<file path="src/rtl/lc3_pipe_ctrl.sv">
// LC-3 five-stage pipeline controller: startup ramp, memory parking, branch flush, bypass selects.
// Optional build macro LC3_CTRL_BYPASS_EN enables the execute-to-decode bypass flags.
//
// state   | meaning
// STARTUP | ramp stage enables in order after reset
// RUN     | normal flow, stalls while instruction memory is not ready
// MEM_IND | LDI/STI indirect address read outstanding
// MEM_RW  | data read or write outstanding
// FLUSH   | two cycles of fetch-only after a taken branch

module lc3_pipe_ctrl (
    input  logic        clock,
    input  logic        reset,
    input  logic        complete_instr,
    input  logic        complete_data,
    input  logic [15:0] IR,
    input  logic [15:0] IR_Exec,
    input  logic [2:0]  NZP,
    input  logic [2:0]  psr,
    output logic        enable_updatePC,
    output logic        enable_fetch,
    output logic        enable_decode,
    output logic        enable_execute,
    output logic        enable_writeback,
    output logic [1:0]  mem_state,
    output logic        br_taken,
    output logic        bypass_alu_1,
    output logic        bypass_alu_2
);

`ifdef LC3_CTRL_BYPASS_EN
    localparam bit BYPASS_EN = 1'b1;
`else
    localparam bit BYPASS_EN = 1'b0;
`endif

    typedef enum logic [2:0] {STARTUP, RUN, MEM_IND, MEM_RW, FLUSH} state_t;

    localparam logic [1:0] MS_READ  = 2'd0;
    localparam logic [1:0] MS_WRITE = 2'd1;
    localparam logic [1:0] MS_IND   = 2'd2;
    localparam logic [1:0] MS_IDLE  = 2'd3;

    state_t     state;
    logic [1:0] ramp_cnt;
    logic       flush_cnt;
    logic       op_store;
    logic [4:0] en;

    logic [3:0] op_x, op_d;
    logic       is_load_x, is_store_x, is_ind_x, is_mem_x, is_alu_x, br_cond;
    logic       src1_user_d, src2_reg_d;
    logic       unused_bits;

    assign op_x = IR_Exec[15:12];
    assign op_d = IR[15:12];

    assign is_load_x  = (op_x == 4'b0010) || (op_x == 4'b0110) || (op_x == 4'b1010);
    assign is_store_x = (op_x == 4'b0011) || (op_x == 4'b0111) || (op_x == 4'b1011);
    assign is_ind_x   = (op_x == 4'b1010) || (op_x == 4'b1011);
    assign is_mem_x   = is_load_x || is_store_x;
    assign is_alu_x   = (op_x == 4'b0001) || (op_x == 4'b0101) || (op_x == 4'b1001) || (op_x == 4'b1110);
    assign br_cond    = ((op_x == 4'b0000) && (|(NZP & psr))) || (op_x == 4'b1100);

    // Decode-stage instructions that read SR1 / BaseR from IR[8:6]
    assign src1_user_d = (op_d == 4'b0001) || (op_d == 4'b0101) || (op_d == 4'b1001) ||
                         (op_d == 4'b1110) || (op_d == 4'b0011) || (op_d == 4'b0111) ||
                         (op_d == 4'b1011) || (op_d == 4'b0110) || (op_d == 4'b1100);
    assign src2_reg_d  = ((op_d == 4'b0001) || (op_d == 4'b0101)) && !IR[5];

    assign br_taken     = !reset && (state == RUN) && br_cond;
    assign bypass_alu_1 = BYPASS_EN && !reset && is_alu_x && src1_user_d && (IR[8:6] == IR_Exec[11:9]);
    assign bypass_alu_2 = BYPASS_EN && !reset && is_alu_x && src2_reg_d && (IR[2:0] == IR_Exec[11:9]);

    assign unused_bits = ^{IR[11:9], IR[4:3], IR_Exec[8:0]};

    assign {enable_updatePC, enable_fetch, enable_decode, enable_execute, enable_writeback} = en;

    always_ff @(posedge clock) begin
        if (reset) begin
            state     <= STARTUP;
            ramp_cnt  <= 2'd0;
            flush_cnt <= 1'b0;
            op_store  <= 1'b0;
            en        <= 5'b00000;
            mem_state <= MS_IDLE;
        end else begin
            case (state)
                STARTUP: begin
                    ramp_cnt <= ramp_cnt + 2'd1;
                    en       <= {2'b11, ramp_cnt >= 2'd1, ramp_cnt >= 2'd2, ramp_cnt == 2'd3};
                    if (ramp_cnt == 2'd3) state <= RUN;
                end
                RUN: begin
                    if (!complete_instr) begin
                        en <= 5'b00000;
                    end else if (enable_execute && is_mem_x) begin
                        en       <= 5'b00000;
                        op_store <= is_store_x;
                        if (is_ind_x) begin
                            state     <= MEM_IND;
                            mem_state <= MS_IND;
                        end else begin
                            state     <= MEM_RW;
                            mem_state <= is_store_x ? MS_WRITE : MS_READ;
                        end
                    end else if (br_cond) begin
                        state     <= FLUSH;
                        flush_cnt <= 1'b1;
                        en        <= 5'b11000;
                    end else begin
                        en <= 5'b11111;
                    end
                end
                MEM_IND: begin
                    if (complete_data) begin
                        state     <= MEM_RW;
                        mem_state <= op_store ? MS_WRITE : MS_READ;
                    end
                end
                MEM_RW: begin
                    if (complete_data) begin
                        state     <= RUN;
                        mem_state <= MS_IDLE;
                        en        <= {4'b1111, !op_store};
                    end
                end
                FLUSH: begin
                    // Down-counter: flush enables stay up for two cycles in total
                    if (flush_cnt == 1'b0) begin
                        state <= RUN;
                        en    <= 5'b11111;
                    end else begin
                        flush_cnt <= flush_cnt - 1'b1;
                    end
                end
                default: state <= STARTUP;
            endcase
        end
    end

endmodule

</file>
<file path="config.mk">
export PLATFORM = sky130hd
export DESIGN_NAME = lc3_pipe_ctrl
export DESIGN_NICKNAME = d
export VERILOG_FILES = /design/src/rtl/lc3_pipe_ctrl.sv
export SDC_FILE = /design/constraint.sdc
export NUM_CORES = 1
export LEC_CHECK = 0
export CAP_MARGIN = 30
export CORE_MARGIN = 2
export CORE_UTILIZATION = 36
export DETAILED_ROUTE_END_ITERATION = 16
export PLACE_DENSITY_LB_ADDON = 0.15
export SKIP_LAST_GASP = 1
export SLEW_MARGIN = 20
export SYNTH_ARGS = -nofsm -noshare
export SYNTH_HDL_FRONTEND = slang
export SYNTH_SLANG_ARGS = --single-unit
</file>
<file path="constraint.sdc">
create_clock -name clock -period 1.55 [get_ports clock]
set_input_delay 0.31 -clock clock [delete_from_list [all_inputs] [get_ports clock]]
set_output_delay 0.31 -clock clock [all_outputs]
set_load 0.005 [all_outputs]
</file>
==> results.sh, run 1 <==
export IMPL_status="finished, final reports clean"
export IMPL_hold_worst_slack_ns=0.4658
export IMPL_grt_max_degree=16
export IMPL_crit_path_start_kind="input port"
export IMPL_finalHoldViolCount=0
export IMPL_initial_utilization_pct=38.35
export IMPL_dieArea_um2=2761
export IMPL_layout_nets=185
export IMPL_clock_sinks=13
export IMPL_synth_cell_types=38
export IMPL_syn_area_um2=848.3
export IMPL_leakagePower_nw=0.5335
export IMPL_fillCellCount=214
export IMPL_root_buffer="clkbuf_4"
export IMPL_fmax_mhz=654.0
export IMPL_p_per_area_nw_per_um2=1039
export IMPL_io_buffers=21
export IMPL_synthToLayoutAreaGrowth_pct=49.56
export IMPL_hpwl_um=1681
export IMPL_worstHoldPathCells=1
export IMPL_drc=0
export IMPL_endpoint_kind="output port"
export IMPL_rows=17
export IMPL_r2r_end="state[0]"
export IMPL_vias=871
export IMPL_rsz0062_at_grt="yes"
export IMPL_layout_cells_non_filler=167
export IMPL_rrSetupSlack_ns=0.06
export IMPL_ant_nets=0
export IMPL_cpMaxStageDelayCell="o211ai_1"
export IMPL_drt_initial_drc_count=12
export IMPL_clk_transition_reported_paths_ns=0.08
export IMPL_crit_arrival_ns=1.22
export IMPL_finalCritPeriodShare_pct=98.65
export IMPL_setup_violations=0
export IMPL_antenna_found_initial=0
export IMPL_ir_worst_vdd_uv=911.2
export IMPL_cts_buffer_depth=2
export IMPL_wire_per_inst_um=13.05
export IMPL_ios=52
export IMPL_design_area_um2=1269
export IMPL_worst_path_max_fanout=2
export IMPL_wl_um=2179
export IMPL_max_cap_violations=0
export IMPL_routabilityCongestion=0.8458
export IMPL_avgSynthCellArea_um2=8.399
export IMPL_reg2reg_from="state[1]"
export IMPL_synth_seq_cells=13
export IMPL_crit_end="br_taken"
export IMPL_grt_remaining_overflow=0
export IMPL_grt_pass1_wl_um=3691
export IMPL_dr_pass1_iters=4
export IMPL_htree_levels=1
export IMPL_r2r_cells=5
export IMPL_core_area_um2=2212
export IMPL_path_class="in -> out"
export IMPL_dpl_cell_area_um2=1191
export IMPL_crit_chain="dlygate4sd2_1 -> a22o_1 -> o211ai_1 -> nor3_2 -> buf_2"
export IMPL_routed_via_density=5.216
export IMPL_clock_skew_ns=0.0008046
export IMPL_synth_seq_area_share_pct=30.68
export IMPL_finalMaxSlewViolations=0
export IMPL_synth_warnings=0
export IMPL_tns_ns=0
export IMPL_fin_crit_ns=1.529
export IMPL_cts_tree="yes"
export IMPL_startpoint="psr[0]"
export IMPL_synthCells=101
export IMPL_worstPathRequired_ns=1.24
export IMPL_grt_usage_pct=17.98
export IMPL_cpPeakStageDelay_ns=0.25
export IMPL_drive_gt1_share_pct=27.34
export IMPL_dp_cells=162
export IMPL_grt_pass1_vias=865
export IMPL_clock_latency_ns=0.27
export IMPL_die_w_um=52.55
export IMPL_dieHeight_um=52.55
export IMPL_hp_class="reg -> reg"
export IMPL_cts_buffers=3
export IMPL_diodes=0
==> where the power goes <==
group          internal [W]  switching [W]
combinational      0.000359       0.000296
clock             0.0000999       0.000109
sequential         0.000403      0.0000502
==> synth_stat cells <==
| library cell | number | area (µm²) |
|---|---|---|
| dfxtp_1 | 13 | 260.3 |
| o211ai_1 | 2 | 15.01 |
| conb_1 | 1 | 3.750 |
| buf_4 | 3 | 22.52 |
| clkbuf_1 | 1 | 3.750 |
| inv_1 | 4 | 15.01 |
| or3b_4 | 1 | 11.26 |
| nor3_1 | 3 | 15.01 |
| nor2_1 | 11 | 41.29 |
| nor4bb_1 | 1 | 10.01 |
| mux2i_1 | 2 | 20.02 |
| nand2_1 | 4 | 15.01 |
| nand2b_1 | 3 | 18.77 |
| a211o_1 | 3 | 26.28 |
| a32oi_1 | 1 | 8.760 |
| o21bai_1 | 2 | 15.01 |
| o32ai_1 | 1 | 8.760 |
| ha_1 | 3 | 37.54 |
| o21ai_0 | 2 | 10.01 |
| xnor2_1 | 2 | 17.52 |
| nor3b_1 | 3 | 22.52 |
| nor2b_1 | 3 | 18.77 |
| a21oi_4 | 1 | 16.27 |
| a22o_1 | 2 | 17.52 |
| or2_2 | 1 | 6.260 |
| buf_2 | 3 | 15.01 |
| nand3_2 | 1 | 10.01 |
| a211oi_1 | 3 | 22.52 |
| nand4bb_1 | 1 | 11.26 |
| and3_1 | 1 | 6.260 |
| nand4b_1 | 2 | 17.52 |
| o211a_1 | 1 | 10.01 |
| a21oi_1 | 6 | 30.03 |
| nand4_1 | 1 | 6.260 |
| and2_1 | 2 | 12.51 |
| a21boi_0 | 1 | 7.510 |
| a31oi_1 | 4 | 25.02 |
| a311oi_1 | 2 | 17.52 |
==> worst min-delay path by stage <==
| stage | from | end | slack [ns] |
|---|---|---|---|
| floorplan | reset | en[1] | 0.38 |
| global placement | mem_state[0] | mem_state[0] | 0.45 |
| detailed placement | mem_state[0] | mem_state[0] | 0.45 |
| CTS | mem_state[1] | mem_state[1] | 0.47 |
| global route | mem_state[0] | mem_state[0] | 0.51 |
| finish | mem_state[1] | mem_state[1] | 0.47 |
==> worst max-delay path, delay by kind of cell <==
kind / cells / cell delay [ns]
buffers and inverters: 2 / 0.36
AO/OA/AOI/OAI: 2 / 0.48
AND/OR/NAND/NOR: 1 / 0.07
==> layer usage <==
metal	up-vias	GRT usage [%]	wire length (µm)
met5	-	0	0
li1	445	-	-
met1	408	23.34	1004
met2	14	28.33	1078
met4	0	7.265	26
met3	4	4.286	69
==> sequential cells by signal (all words and copies together) (netlist names) <==
name       flops
ramp_cnt       2
en             4
state          3
op_store       1
flush_cnt      1
mem_state      2
==> per-stage QoR <==
stage	util (%)	worst slack (ns)	power [W]
after floorplan	-	0.2175	0.0008220
after global placement	53.85	-0.5982	0.001065
after detailed placement	53.85	-0.6152	0.001077
after CTS	55.66	-0.03993	0.001306
after global routing	57.35	-0.05328	0.001423
final	57.35	0.02088	0.001318
==> cell families after synthesis <==
family                     Yosys count  share of synthesized area (%)
and+or+nand+nor                     38                          26.25
DFF                                 13                          30.68
AOI/OAI and AO/OA                   31                          27.14
buffers and inverters               11                          6.636
muxes                                2                          2.360
adders and majority gates            3                          4.425
xor gates and xnor gates             2                          2.065
other                                1                         0.4421
==> final cells by class <==
| cell class | count | area (µm²) | share of cell area, % |
|---|---|---|---|
| multi-input combinational | 78 | 589.3 | 46.45 |
| timing repair buffer | 40 | 340.3 | 26.82 |
| sequential | 13 | 262.8 | 20.71 |
| tap | 28 | 35.03 | 2.761 |
| clock buffer | 4 | 26.28 | 2.071 |
| inverter | 4 | 15.01 | 1.183 |
==> what timing repair did <==
| action | 4_1_cts | 5_1_grt |
|---|---|---|
| setup buffers | 1 | 0 |
| pin swaps | 7 | 6 |
| resized for setup | 16 | 12 |
| setup endpoints to repair | 4 | 9 |
| gates cloned | 0 | 0 |
| hold buffers | 0 | 0 |
==> cells in the final DEF (no fill, tap or decap), types with 3 or more instances in the layout <==
| cell type | instances |
|---|---|
| clkdlybuf4s50_1 | 10 |
| dfxtp_1 | 11 |
| a21oi_1 | 6 |
| nor2b_1 | 3 |
| nand2b_1 | 3 |
| inv_1 | 4 |
| dlygate4sd2_1 | 6 |
| nor2_1 | 10 |
| nor3b_1 | 3 |
| a31oi_1 | 4 |
| clkbuf_4 | 3 |
| nand2_1 | 4 |
| a211o_1 | 3 |
| ha_1 | 3 |
| buf_4 | 19 |
No activity file was read; power rests on OpenSTA's default activity.
==> inputs of run 2 (changes only) <==
- CORE_UTILIZATION: 36 -> 33
- GPL_TIMING_DRIVEN: default -> 0
- clock period: 1.55 -> 1.2 ns (I/O delays scaled with it)
==> run 2 against run 1 <==
Effect of this change: the run now ends with setup timing left; register-to-register slack worse by 0.39 ns; design area is 14% higher; cell count grew 3.0%; hold slack worse by 0.045 ns; first-iteration DRC count increased by 25%; combinational power is 63% higher; setup slack lost 0.35 ns; critical endpoint is now en[2]; highest routed layer unchanged.
==> results.sh, run 2 (synthesis results as in run 1) <==
export IMPL_hold_worst_slack_ns=0.4209
export IMPL_routabilityCongestion=0.8662
export IMPL_leakagePower_nw=0.6477
export IMPL_grt_usage_pct=18.12
export IMPL_rsz0062_at_grt="yes"
export IMPL_final_common_cell="buf_4"
export IMPL_grt_max_degree=11
export IMPL_io_buffers=21
export IMPL_dr_pass1_iters=4
export IMPL_fin_crit_ns=1.530
export IMPL_clock_latency_ns=0.29
export IMPL_final_cell_mix="buf_4 (15), nor2_1 (9), dlygate4sd2_1 (8), dlymetal6s2s_1 (8)"
export IMPL_finalMaxSlewViolations=0
export IMPL_cts_buffer_depth=2
export IMPL_top_register="en"
export IMPL_crit_arrival_ns=1.74
export IMPL_fmax_mhz=653.7
export IMPL_wl_um=2678
export IMPL_cts_buffers=3
export IMPL_hold_buffers=0
export IMPL_max_cap_violations=0
export IMPL_initial_utilization_pct=34.56
export IMPL_layout_nets=188
export IMPL_finalHoldViolCount=0
export IMPL_grt_remaining_overflow=0
export IMPL_fillCellCount=229
export IMPL_worstHoldPathCells=4
export IMPL_ios=52
export IMPL_routed_via_density=5.326
export IMPL_clk_transition_reported_paths_ns=0.09
export IMPL_diodes=0
export IMPL_violations="setup timing"
export IMPL_die_w_um=54.70
export IMPL_grt_pass1_wl_um=3850
export IMPL_finalCritPeriodShare_pct=127.5
export IMPL_core_area_um2=2455
export IMPL_dieArea_um2=2992
export IMPL_vias=916
export IMPL_rows=18
export IMPL_htree_levels=1
export IMPL_largest_reg_flops=4
export IMPL_status="complete, but fails checks"
export IMPL_power_w=0.001959
export IMPL_clock_sinks=13
export IMPL_worst_path_max_fanout=4
export IMPL_endpoint_kind="flop"
export IMPL_dieHeight_um=54.70
export IMPL_worstPathRequired_ns=1.41
export IMPL_grt_pass1_vias=838
export IMPL_synthToLayoutAreaGrowth_pct=69.76
export IMPL_antenna_found_initial=0
export IMPL_drt_initial_drc_count=15
export IMPL_r2r_cells=5
export IMPL_hp_class="in -> reg"
export IMPL_crit_path_start_kind="flop"
export IMPL_drc=0
export IMPL_cts_tree="yes"
export IMPL_pre_cts_ws_ns=-0.9720
export IMPL_root_buffer="clkbuf_4"
export IMPL_setup_violations=14
export IMPL_path_class="reg -> reg"
export IMPL_ir_worst_vdd_uv=1283
export IMPL_hpwl_um=1638
export IMPL_ant_nets=0
export IMPL_worst_slack_ns=-0.3298
export IMPL_drive_gt1_share_pct=38.73
export IMPL_reg_top3="en: 4 flops, state: 3 flops"
export IMPL_p_per_area_nw_per_um2=1360
export IMPL_wire_per_inst_um=15.57
export IMPL_clock_skew_ns=0.003245
[run 2: cell count changes in the layout (fill, tap and decap cells not counted), sizes merged]
| cell | previous run | this run |
|---|---|---|
| clkdlybuf4s15 | 1 | 0 |
| clkbuf | 5 | 6 |
| buf | 20 | 22 |
| clkinv | 0 | 1 |
| dlymetal6s2s | 2 | 8 |
| dlygate4sd2 | 6 | 8 |
| clkdlybuf4s50 | 10 | 2 |
[run 2: stage by stage]
step	utilization (%)	instance area [µm²]	setup TNS [ns]	cells
final	58.66	1440	-3.038	172
after global routing	58.66	1440	-3.866	172
after CTS	51.78	1271	-2.866	163
after detailed placement	45.67	1121	-7.446	153
after global placement	45.67	1121	-7.518	153
after floorplan	-	873.3	-0.4287	102
[run 2: worst max-delay path: stages (launching register included)]
cell,delay [ns]
dfxtp_4,0.37
or3b_4,0.39
buf_6,0.14
a21oi_4,0.19
nand3_4,0.12
a311oi_2,0.24
[run 2: cell type report]
type                            count  area (µm²)  share of cell area, %
Multi-Input combinational cell     78       646.9                  44.92
Sequential cell                    13       275.3                  19.11
Inverter                            4       15.01                  1.043
Tap cell                           30       37.54                  2.606
Clock inverter                      1       5.005                 0.3475
Clock buffer                        3       22.52                  1.564
Buffer                              7       67.56                  4.692
Timing Repair Buffer               36       370.4                  25.72
[run 2: path summary, 6_finish.rpt]
kind | slack (ns) | from | to
min reg2reg | 0.45 | mem_state[0] | mem_state[0]
max | -0.33 | state[0] | en[2]
min | 0.42 | IR_Exec[12] | op_store
max reg2reg | -0.33 | state[0] | en[2]
[run 2: repair_timing]
item                                    4_1_cts  5_1_grt
endpoints found under the setup margin       21       16
resized for setup                            40       24
buffers inserted                              8        8
pin swaps                                    12       12
gates cloned                                  0        2
[run 2: report_power, final]
part,switching [W],internal [W],total [W]
combinational,0.000480,0.000587,0.00107
clock,0.000164,0.000124,0.000288
sequential,0.0000725,0.000532,0.000604
[run 2: per-layer routing]
metal,vias to the layer above,share of wire (%),track usage [%],wire length [µm]
met1,438,43,20.89,1152
li1,448,-,-,-
met4,0,1.0,3.333,27
met3,4,3.9,6.011,105
met2,26,52,32.34,1393
met5,-,0,0,0
==> inputs of run 3 (changes only) <==
- SKIP_CTS_REPAIR_TIMING: default -> 1
==> run 3 against run 2 <==
Effect of this change: the run still ends with setup timing left; hold slack lost 0.020 ns; sequential power rose by 4.8%; wire length is 5.0% higher; first-iteration DRC count is 6.7% lower; non-clock buffer count up 6; cell count grew 3.5%.
==> results.sh, run 3 (synthesis results as in run 1) <==
export IMPL_clk_transition_reported_paths_ns=0.09
export IMPL_design_area_um2=1539
export IMPL_ir_worst_vdd_uv=1189
export IMPL_leakagePower_nw=0.7234
export IMPL_wire_per_inst_um=15.79
export IMPL_finalCritPeriodShare_pct=134.7
export IMPL_synthToLayoutAreaGrowth_pct=81.42
export IMPL_wl_met1_um=1250
export IMPL_crit_chain="or3b_4 -> nor3_2 -> buf_2"
export IMPL_wl_um=2811
export IMPL_violations="setup timing"
export IMPL_root_buffer="clkbuf_4"
export IMPL_r2r_cells=5
export IMPL_worstPathRequired_ns=0.96
export IMPL_grt_pass1_wl_um=3450
export IMPL_htree_levels=1
export IMPL_grt_usage_pct=16.24
export IMPL_crit_path_start_kind="flop"
export IMPL_path_class="reg -> out"
export IMPL_layout_nets=194
export IMPL_cpPeakStageDelay_ns=0.42
export IMPL_dr_pass1_iters=4
export IMPL_register_area_um2=284.0
export IMPL_dieHeight_um=54.70
export IMPL_power_w=0.002130
export IMPL_io_buffers=21
export IMPL_drive_gt1_share_pct=41.22
export IMPL_hold_end="en[0]"
export IMPL_fmax_mhz=618.5
export IMPL_crit_arrival_ns=1.38
export IMPL_seqPwrFrac_pct=29.7
export IMPL_initial_utilization_pct=34.56
export IMPL_pre_cts_ws_ns=-0.9720
export IMPL_diodes=0
export IMPL_setup_violations=14
export IMPL_cts_tree="yes"
export IMPL_die_w_um=54.70
export IMPL_route_met2_wl_um=1447
export IMPL_ant_nets=0
export IMPL_endpoint_kind="output port"
export IMPL_top_register="en"
export IMPL_status="complete, but fails checks"
export IMPL_min_from="complete_instr"
export IMPL_grt_pass1_vias=752
export IMPL_switching_power_w=0.0007565
export IMPL_routed_top_layer="met4"
export IMPL_final_common_cell="buf_4"
export IMPL_p_comb_share_pct=57.0
export IMPL_grt_remaining_overflow=0
export IMPL_finalMaxSlewViolations=0
export IMPL_wl_met3_um=99
export IMPL_fin_crit_ns=1.617
export IMPL_max_cap_violations=0
export IMPL_routed_via_density=5.331
export IMPL_r2r_end="en[1]"
export IMPL_largest_reg_flops=4
export IMPL_grt_max_degree=11
export IMPL_cts_buffer_depth=2
export IMPL_drt_initial_drc_count=14
export IMPL_rsz0062_at_grt="yes"
export IMPL_finalHoldViolCount=0
export IMPL_rrSetupSlack_ns=-0.40
export IMPL_dieArea_um2=2992
export IMPL_routabilityCongestion=0.8662
export IMPL_worst_slack_ns=-0.4167
export IMPL_p_per_area_nw_per_um2=1384
export IMPL_reg_top3="en: 4 flops, state: 3 flops"
export IMPL_cts_buffers=3
export IMPL_multi_input_area_um2=658.1
export IMPL_clock_skew_ns=0.006263
export IMPL_startpoint="state[1]"
export IMPL_hp_class="in -> reg"
export IMPL_cpMaxStageDelayCell="or3b_4"
export IMPL_internal_power_w=0.001373
export IMPL_core_area_um2=2455
export IMPL_p_clk_share_pct=13.2
export IMPL_clock_sinks=13
export IMPL_ios=52
export IMPL_final_cell_mix="buf_4 (18), dlymetal6s2s_1 (14), nor2_1 (9), a21oi_1 (6), clkdlybuf4s50_1 (6)"
export IMPL_fillCellCount=214
export IMPL_antenna_found_initial=0
export IMPL_hpwl_um=1638
export IMPL_rows=18
export IMPL_switching_share_pct=35.52
export IMPL_reg2reg_from="state[1]"
export IMPL_clock_latency_ns=0.28
export IMPL_dpl_cell_area_um2=1121
export IMPL_worstHoldPathCells=3
export IMPL_fin_util_pct=62.69
export IMPL_vias=949
export IMPL_drc=0
export IMPL_worst_path_max_fanout=3
run 3: cell types whose count changed in the layout (fill, tap and decap cells not counted), moves of 2 or more:
cell / previous run / this run
dfxtp_2: 6 / 4
dlygate4sd2_1: 8 / 0
clkdlybuf4s50_1: 2 / 6
buf_4: 15 / 18
dlymetal6s2s_1: 8 / 14
dfxtp_4: 2 / 5
run 3: power by group through the flow:
stage / Combinational (W) / Sequential (W) / Clock [W]
floorplan: 0.000478 / 0.000595 / 0
global placement: 0.000705 / 0.000607 / 0
CTS: 0.000733 / 0.000603 / 0.000289
detailed placement: 0.000727 / 0.000611 / 0
finish: 0.00122 / 0.000633 / 0.000282
global route: 0.00132 / 0.000645 / 0.000318
run 3: area by class of cell:
class | instances | area share, %
Multi-Input combinational cell | 78 | 42.76
Timing Repair Buffer | 42 | 29.11
Sequential cell | 13 | 18.46
Buffer | 7 | 4.472
Tap cell | 30 | 2.439
Clock buffer | 3 | 1.463
Inverter | 4 | 0.9756
Clock inverter | 1 | 0.3252
run 3: worst max path at each step:
stage | cells after the start | end
final | 3 | br_taken
after global routing | 5 | br_taken
after CTS | 5 | br_taken
after detailed placement | 5 | br_taken
after global placement | 5 | br_taken
after floorplan | 4 | en[2]
run 3: layer usage:
metal	up-vias	track usage [%]
met5	-	0
met4	0	5.833
met3	2	6.011
met2	20	25.40
met1	463	20.20
li1	464	-
run 3: metrics by stage:
| step | cells | TNS [ns] | hold slack [ns] |
|---|---|---|---|
| final | 178 | -3.483 | 0.4008 |
| after floorplan | 102 | -0.4287 | 0.3121 |
| after global placement | 153 | -7.518 | 0.4468 |
| after detailed placement | 153 | -7.446 | 0.4517 |
| after CTS | 157 | -5.383 | 0.4765 |
| after global routing | 178 | -4.234 | 0.3948 |
run 3: critical path: cells and delay by family, from the launching register on:
family | cells | cell delay (ns)
buf+inv | 1 | 0.14
flops | 1 | 0.36
simple gates | 2 | 0.60
